### src/rtl/sobel_gradient_3x3.sv
// -----------------------------------------------------------------------------
// sobel_gradient_3x3
//
// Computes the Sobel gradient magnitude (|Gx| + |Gy|, shifted and saturated to
// 16 bits) and a 2-bit quantised gradient direction from an 8-bit 3x3 window.
// Free-running 4-stage pipeline; frame sync signals are delayed by the same
// 4 clk so they stay aligned with the data.
//
// Optional feature: define GRAD_LOW_THRESH_EN to zero magnitude and direction
// whenever the saturated magnitude is below LOW_THRESH.
//
// Ports:
//   clk, rst_n                 clock, asynchronous active-low reset
//   per_frame_vsync/href/clken window-aligned frame sync and pixel valid
//   matrix_p11..matrix_p33     3x3 window (row 1 top, column 1 left)
//   post_frame_vsync/href/clken sync signals delayed by 4 clk
//   post_grad_mag              gradient magnitude (0 during href blanking)
//   post_grad_dir              0: horizontal gradient, 1: 45 deg,
//                              2: vertical gradient, 3: 135 deg
// -----------------------------------------------------------------------------
module sobel_gradient_3x3 #(
    parameter int unsigned MAG_SHIFT  = 0,
    parameter logic [15:0] LOW_THRESH = 16'd0
) (
    input  logic        clk,
    input  logic        rst_n,
    input  logic        per_frame_vsync,
    input  logic        per_frame_href,
    input  logic        per_frame_clken,
    input  logic [7:0]  matrix_p11,
    input  logic [7:0]  matrix_p12,
    input  logic [7:0]  matrix_p13,
    input  logic [7:0]  matrix_p21,
    input  logic [7:0]  matrix_p22,
    input  logic [7:0]  matrix_p23,
    input  logic [7:0]  matrix_p31,
    input  logic [7:0]  matrix_p32,
    input  logic [7:0]  matrix_p33,
    output logic        post_frame_vsync,
    output logic        post_frame_href,
    output logic        post_frame_clken,
    output logic [15:0] post_grad_mag,
    output logic [1:0]  post_grad_dir
);

    // Largest raw magnitude that still fits in 16 bits after the shift.
    localparam logic [15:0] MagLimit = 16'hFFFF >> MAG_SHIFT;

    // a + 2*b + c, all unsigned; max 1020 fits 10 bits.
    function automatic logic [9:0] wsum(input logic [7:0] a, input logic [7:0] b,
                                        input logic [7:0] c);
        return 10'(a) + {1'b0, b, 1'b0} + 10'(c);
    endfunction

    // Centre pixel does not contribute to either kernel.
    logic unused_p22;
    assign unused_p22 = ^matrix_p22;

    // ---------------------------------------------------------------- sync lines
    logic [3:0] vsync_q, href_q, clken_q;

    always_ff @(posedge clk or negedge rst_n) begin
        if (!rst_n) begin
            vsync_q <= '0;
            href_q  <= '0;
            clken_q <= '0;
        end else begin
            vsync_q <= {vsync_q[2:0], per_frame_vsync};
            href_q  <= {href_q[2:0], per_frame_href};
            clken_q <= {clken_q[2:0], per_frame_clken};
        end
    end

    assign post_frame_vsync = vsync_q[3];
    assign post_frame_href  = href_q[3];
    assign post_frame_clken = clken_q[3];

    // ---------------------------------------------------------------- S1
    logic [9:0] xp_q, xn_q, yp_q, yn_q;

    always_ff @(posedge clk or negedge rst_n) begin
        if (!rst_n) begin
            xp_q <= '0;
            xn_q <= '0;
            yp_q <= '0;
            yn_q <= '0;
        end else begin
            xp_q <= wsum(matrix_p13, matrix_p23, matrix_p33);
            xn_q <= wsum(matrix_p11, matrix_p21, matrix_p31);
            yp_q <= wsum(matrix_p31, matrix_p32, matrix_p33);
            yn_q <= wsum(matrix_p11, matrix_p12, matrix_p13);
        end
    end

    // ---------------------------------------------------------------- S2
    logic signed [10:0] gx_d, gy_d, gx_q, gy_q;

    always_comb begin
        gx_d = $signed({1'b0, xp_q}) - $signed({1'b0, xn_q});
        gy_d = $signed({1'b0, yp_q}) - $signed({1'b0, yn_q});
    end

    always_ff @(posedge clk or negedge rst_n) begin
        if (!rst_n) begin
            gx_q <= '0;
            gy_q <= '0;
        end else begin
            gx_q <= gx_d;
            gy_q <= gy_d;
        end
    end

    // ---------------------------------------------------------------- S3
    logic [9:0]  ax, ay;
    // ax*309 reaches 315180, so the compare runs at 19 bits to avoid overflow.
    logic [18:0] py, p53, p309;
    logic [10:0] m_d, m_q;
    logic        lt_d, gt_d, same_d;
    logic        lt_q, gt_q, same_q;

    always_comb begin
        ax     = gx_q[10] ? 10'(-gx_q) : gx_q[9:0];
        ay     = gy_q[10] ? 10'(-gy_q) : gy_q[9:0];
        m_d    = {1'b0, ax} + {1'b0, ay};
        py     = {2'b00, ay, 7'b0000000};
        p53    = 19'(ax) * 19'd53;
        p309   = 19'(ax) * 19'd309;
        // A zero gradient is forced into class 0 rather than falling to diagonal.
        lt_d   = (py < p53) || ((ax == '0) && (ay == '0));
        gt_d   = py > p309;
        same_d = gx_q[10] == gy_q[10];
    end

    always_ff @(posedge clk or negedge rst_n) begin
        if (!rst_n) begin
            m_q    <= '0;
            lt_q   <= 1'b0;
            gt_q   <= 1'b0;
            same_q <= 1'b0;
        end else begin
            m_q    <= m_d;
            lt_q   <= lt_d;
            gt_q   <= gt_d;
            same_q <= same_d;
        end
    end

    // ---------------------------------------------------------------- S4
    logic [15:0] mag_sat, mag_d;
    logic [1:0]  dir_d;

    always_comb begin
        mag_sat = ({5'b00000, m_q} > MagLimit) ? 16'hFFFF
                                               : 16'({5'b00000, m_q} << MAG_SHIFT);
        if (lt_q) begin
            dir_d = 2'd0;
        end else if (gt_q) begin
            dir_d = 2'd2;
        end else if (same_q) begin
            dir_d = 2'd1;
        end else begin
            dir_d = 2'd3;
        end
        mag_d = mag_sat;
`ifdef GRAD_LOW_THRESH_EN
        if (mag_sat < LOW_THRESH) begin
            mag_d = '0;
            dir_d = 2'd0;
        end
`endif
        // href as it enters S4 is the one aligned with this data.
        if (!href_q[2]) begin
            mag_d = '0;
            dir_d = 2'd0;
        end
    end

`ifndef GRAD_LOW_THRESH_EN
    logic unused_low_thresh;
    assign unused_low_thresh = ^LOW_THRESH;
`endif

    always_ff @(posedge clk or negedge rst_n) begin
        if (!rst_n) begin
            post_grad_mag <= '0;
            post_grad_dir <= '0;
        end else begin
            post_grad_mag <= mag_d;
            post_grad_dir <= dir_d;
        end
    end

endmodule

### config.mk
export PLATFORM = sky130hd
export DESIGN_NAME = sobel_gradient_3x3
export DESIGN_NICKNAME = d
export VERILOG_FILES = /design/src/rtl/sobel_gradient_3x3.sv
export SDC_FILE = /design/constraint.sdc
export NUM_CORES = 1
export LEC_CHECK = 0
export ABC_AREA = 0
export CAP_MARGIN = 10
export CELL_PAD_IN_SITES_DETAIL_PLACEMENT = 1
export CELL_PAD_IN_SITES_GLOBAL_PLACEMENT = 2
export CORE_MARGIN = 3
export CORE_UTILIZATION = 34
export DETAILED_ROUTE_END_ITERATION = 8
export PLACE_DENSITY = 0.84
export SLEW_MARGIN = 20
export SYNTH_ARGS = -nofsm -noshare
export SYNTH_HDL_FRONTEND = slang
export SYNTH_SLANG_ARGS = --single-unit
### constraint.sdc
create_clock -name clk -period 6 [get_ports clk]
set_clock_uncertainty 0.05 [all_clocks]
set_input_delay 1.2 -clock clk [delete_from_list [all_inputs] [get_ports clk]]
set_output_delay 1.2 -clock clk [all_outputs]
set_load 0.03 [all_outputs]
## Word level (Yosys, flattened, before mapping)

Cells that the tools add are included.

| storage, ports and cells | value |
|---|---|
| bits of input ports | 77 |
| output and inout port bits | 21 |
| bits in registers | 106 |
| word-level logic and storage cells | 44 |

| cells by class | value |
|---|---|
| equality and inequality tests | 1 |
| multiplexer cells | 7 |
| reductions and logical operators | 4 |
| multiply operators | 2 |
| order comparisons | 2 |
| add/subtract/negate cells | 13 |

Operator list:

| cell | count |
|---|---|
| 10-bit by 8-bit adder with 10-bit output | 4 |
| 8-bit by 9-bit adder with 10-bit output | 4 |
| 10-bit by 10-bit subtractor with 11-bit output | 2 |
| 10-bit zero test | 2 |
| 10-bit 2-to-1 mux | 2 |
| 10-bit negator | 2 |
| 17-bit by 19-bit > comparator with 1-bit output | 1 |
| 10-bit by 9-bit multiplier with 19-bit output, second input constant | 1 |
| 17-bit by 16-bit < comparator with 1-bit output | 1 |
| 10-bit by 6-bit multiplier with 16-bit output, second input constant | 1 |
| 10-bit by 10-bit adder with 11-bit output | 1 |
| 11-bit 2-to-1 mux | 1 |
| 2-bit 2-to-1 mux | 4 |
| 1-bit == test | 1 |
| 1-bit logical AND | 1 |
| 1-bit logical OR | 1 |

## Depth between registers and ports, before layout

| logic depth | value |
|---|---|
| word-level depth | 5 |
| depth in mapped cells | 28 |

## Least setup slack after synthesis

Ideal clock, no wire load.

| timing path | value |
|---|---|
| path type | flip-flop to flip-flop |
| start point | reg gx_q[0] |
| end point | reg gt_q |
| path slack | 184 ps |
| arrival | 5672 ps |
| stages on the path, launching flop included | 26 |
| required time | 5856 ps |
| path buffers | 0 |
| path through | dfrtp_1 -> nor3_1 -> nand2_1 -> or3_1 -> o31ai_1 -> xor2_1 -> inv_1 -> ha_1 -> inv_1 -> fa_1 -> fa_1 -> fa_1 -> inv_1 -> ha_1 -> o21ai_0 -> o21ai_0 -> a31oi_1 -> o21bai_1 -> a21oi_1 -> xor2_1 -> ha_1 -> nand4b_1 -> nor2_1 -> a221oi_1 -> o41ai_1 -> a211oi_1 |

| on the way | value |
|---|---|
| cells in the longest elaborated chain, start to end | 4 |

Ends and longest elaborated chain:

| what | RTL line | source |
|---|---|---|
| start: declaration | 96 | `logic signed [10:0] gx_d, gy_d, gx_q, gy_q;` |
| start signal: assignment | 108 | `gx_q <= gx_d;` |
| 10-bit negator | 122 | `ax = gx_q[10] ? 10'(-gx_q) : gx_q[9:0];` |
| 10-bit 2-to-1 mux * | 122 |  |
| 10-bit by 9-bit multiplier with 19-bit output * | 127 | `p309 = 19'(ax) * 19'd309;` |
| 17-bit by 19-bit > comparator with 1-bit output * | 130 | `gt_d = py > p309;` |
| named net gt_d | 118 | `logic lt_d, gt_d, same_d;` |
| end signal: assignment | 143 | `gt_q <= gt_d;` |
| end: declaration | 119 | `logic lt_q, gt_q, same_q;` |

The timed path passes the listed nets; every way through them passes the cells marked *.

## Worst setup path in the final report

| timing path | value |
|---|---|
| start point | reg gx_q[4] |
| end point | reg gt_q |

The elaborated chain is that of the path after synthesis.

==> metrics.yaml <==
logic_synthesis:
  postSynthCellCount: 914
  synthArstFlopShare: 1.00
  seq_area_frac_synth: 0.274
  synth.ff_latch_count: 101
  post_synthesis_cell_area_sq_um: 9220
  post_synth.cell_area_avg_sq_um: 10.1
  yosysWarningCount: 0
  synth_cell_types: 51
  synth_flop_cell: "sky130_fd_sc_hd__dfrtp_1"
  synth_commonest_cells: "sky130_fd_sc_hd__ha_1, sky130_fd_sc_hd__inv_1, sky130_fd_sc_hd__dfrtp_1"
  synth-edff-count: 0
  synthDominantAreaCellType: "sky130_fd_sc_hd__dfrtp_1"
  synthMostInstantiatedCell: "sky130_fd_sc_hd__ha_1"
  synth_top_cell_area_share: 0.274
  synthTopCellsByArea: "sky130_fd_sc_hd__dfrtp_1, sky130_fd_sc_hd__ha_1, sky130_fd_sc_hd__fa_1"
sta:
  finalCritPeriodShare: 0.964
  final-setup-viol-count: 0
  slew_headroom: 0.494
  worst_pin_slew_ns: 0.753
  final.min_clock_period_ns: 5.78
  totalNegativeSetupSlack_ns: 0
  timing_hold_violations_final: 0
  report.final.slew_viol_count: 0
  grt_setup_unrepaired: "yes"
  clock.fmax_mhz: 173
worst_setup_path:
  crit_path_class: "register to register"
  critical_path.startpoint_type: "register"
  crit_path_end_kind: "register"
  worstPathArrival_ns: 5.98
  critical_path_required_ns: 6.20
  critPathMaxFanout: 4
drt:
  drt_first_iter_violations: 167
  drtAntennaViolNets: 0
  dr_total_vias: 6807
  detail_route.wl_per_cell_um: 16.3
  drt-pass1-iter-count: 4
  finalWirelength_mm: 22.4
  drc_errors: 0
  viasPerCell: 4.93
clock_tree:
  numClockSinks: 101
  h-tree-depth: 3
  cts_tree: "yes"
  clkLatencyLatePin_ns: 0.35
  cts-root-buf: "sky130_fd_sc_hd__clkbuf_16"
  tritoncts.num_buffers: 9
  clk_pin_slew_worst_paths_ns: 0.07
  cts-root-to-sink-buffers: 2
floorplan:
  initial_utilization: 0.350
  placement_rows: 59
  design.portCount: 98
  die_w_um: 171
  core_area_sq_um: 26400
  chipHeight_um: 171
  die_area_sq_um: 29100
final_layout:
  fin_nets: 1351
  drive_gt1_frac: 0.101
  antenna_cells: 0
  layout.filler_cells: 2930
  area_growth_pct: 22.6
global_route:
  grt_resource_usage_total: 0.157
  grt_pass1_wl_mm: 36.2
  grt_remaining_overflow: 0
  antenna_found_initial: 0
  via_count_of_the_first_global_routing_pass: 7385
  grt_start_max_net_pins: 52
worst_hold_path:
  timing.hold.worst.class: "register to register"
status:
  outcome: "finished clean"
place:
  gpl.final_weighted_congestion: 0.835
  detailed_place_hpwl_mm: 19.4
  port-buffer-count: 84
job:
  maxCapViolCount: 0
worst paths after layout:
kind / cells past startpoint / start / end / slack, ns
worst max-delay path: 25 / gx_q[4]$_DFF_PN0_ / gt_q$_DFF_PN0_ / 0.22
worst max register to register: 25 / gx_q[4]$_DFF_PN0_ / gt_q$_DFF_PN0_ / 0.22
max in group asynchronous: 2 / rst_n / xp_q[6]$_DFF_PN0_ / 4.02
worst min register to register: 0 / clken_q[2]$_DFF_PN0_ / clken_q[3]$_DFF_PN0_ / 0.29
worst min-delay path: 0 / clken_q[2]$_DFF_PN0_ / clken_q[3]$_DFF_PN0_ / 0.29
min in group asynchronous: 1 / rst_n / post_grad_mag[8]$_DFF_PN0_ / 0.82
critical path: stages, from the launching register on:
cell	delay, ns
sky130_fd_sc_hd__dfrtp_1	0.39
sky130_fd_sc_hd__nor3_2	0.18
sky130_fd_sc_hd__nand2_1	0.10
sky130_fd_sc_hd__or3_4	0.36
sky130_fd_sc_hd__o31ai_4	0.26
sky130_fd_sc_hd__xor2_2	0.23
sky130_fd_sc_hd__inv_2	0.08
sky130_fd_sc_hd__ha_4	0.27
sky130_fd_sc_hd__inv_2	0.04
sky130_fd_sc_hd__fa_1	0.54
sky130_fd_sc_hd__fa_1	0.47
sky130_fd_sc_hd__fa_1	0.55
sky130_fd_sc_hd__inv_1	0.06
sky130_fd_sc_hd__ha_4	0.30
sky130_fd_sc_hd__o21ai_2	0.07
sky130_fd_sc_hd__o21ai_2	0.16
sky130_fd_sc_hd__a31oi_1	0.12
sky130_fd_sc_hd__o21bai_1	0.13
sky130_fd_sc_hd__a21oi_1	0.08
sky130_fd_sc_hd__xor2_1	0.16
sky130_fd_sc_hd__ha_1	0.32
sky130_fd_sc_hd__nand4b_1	0.10
sky130_fd_sc_hd__nor2_1	0.06
sky130_fd_sc_hd__a221oi_2	0.22
sky130_fd_sc_hd__o41ai_2	0.11
sky130_fd_sc_hd__a211oi_1	0.23
per-layer routing:
metal  wire [um]  track usage  up-vias
met2       11500        0.288      131
met1        9730        0.194     3341
li1            -            -     3313
met5           0            0        -
met4         287       0.0335        0
met3         899       0.0282       22
placed cells by master (no fill, tap or decap), types with 5 or more instances in the layout:
cell type,count
sky130_fd_sc_hd__o21ai_0,36
sky130_fd_sc_hd__xor2_1,20
sky130_fd_sc_hd__nand3_1,14
sky130_fd_sc_hd__a21o_1,15
sky130_fd_sc_hd__clkbuf_16,9
sky130_fd_sc_hd__xnor2_1,55
sky130_fd_sc_hd__nor2_1,40
sky130_fd_sc_hd__nand2b_1,9
sky130_fd_sc_hd__a21oi_1,49
sky130_fd_sc_hd__nand2_1,33
sky130_fd_sc_hd__ha_1,156
sky130_fd_sc_hd__dfrtp_1,101
sky130_fd_sc_hd__ha_4,7
sky130_fd_sc_hd__o21bai_1,6
sky130_fd_sc_hd__conb_1,5
sky130_fd_sc_hd__fa_1,67
sky130_fd_sc_hd__nor3_1,12
sky130_fd_sc_hd__o21a_1,7
sky130_fd_sc_hd__buf_4,38
sky130_fd_sc_hd__clkdlybuf4s50_1,83
sky130_fd_sc_hd__nor2b_1,15
sky130_fd_sc_hd__inv_1,148
sky130_fd_sc_hd__and2_1,12
sky130_fd_sc_hd__nor4_1,6
through the flow:
step                worst slack (ns)  hold WS (ns)  cell area [sq um]  std cells  utilization
finish                         0.217         0.290              11300       1381        0.429
global route                 -0.0592         0.304              11300       1381        0.429
CTS                          -0.0868         0.289              11000       1376        0.418
detailed placement            -0.178         0.286              10700       1360        0.405
global placement             -0.0190         0.283              10700       1360        0.405
floorplan                      0.184         0.281               9240        918            -
state kept, by name, summed over array words and instances (netlist names):
name,flops
clken_q,4
gt_q,1
gx_q,11
gy_q,11
href_q,4
lt_q,1
m_q,11
post_grad_dir,2
post_grad_mag,11
same_q,1
vsync_q,4
xn_q,10
xp_q,10
yn_q,10
yp_q,10
cell type report:
type / count / area, sq um / share of cell area
Clock buffer: 10 / 229 / 0.0202
Clock inverter: 6 / 76.3 / 0.00675
Inverter: 153 / 578 / 0.0511
Multi-Input combinational cell: 655 / 6360 / 0.563
Sequential cell: 101 / 2530 / 0.224
Tap cell: 335 / 419 / 0.0371
Timing Repair Buffer: 121 / 1120 / 0.0987
cell families after synthesis:
family	Yosys count	synth area share
adders and majority gates	233	0.371
and+or+nand+nor	172	0.0946
AOI/OAI and AO/OA	163	0.113
buffers and inverters	162	0.0680
DFF	101	0.274
xor gates and xnor gates	80	0.0760
muxes	2	0.00244
other	1	0.000407
what timing repair did:
| action | CTS | global route |
|---|---|---|
| buffers inserted | 0 | 5 |
| setup endpoints to repair | 2 | 2 |
| resized for setup | 6 | 48 |
| hold buffers | 0 | 0 |
| pin swaps | 4 | 22 |
Power is left out: the tool's default activity adds up to more than one toggle a clock period on the data nets, which glitch-free logic cannot reach.
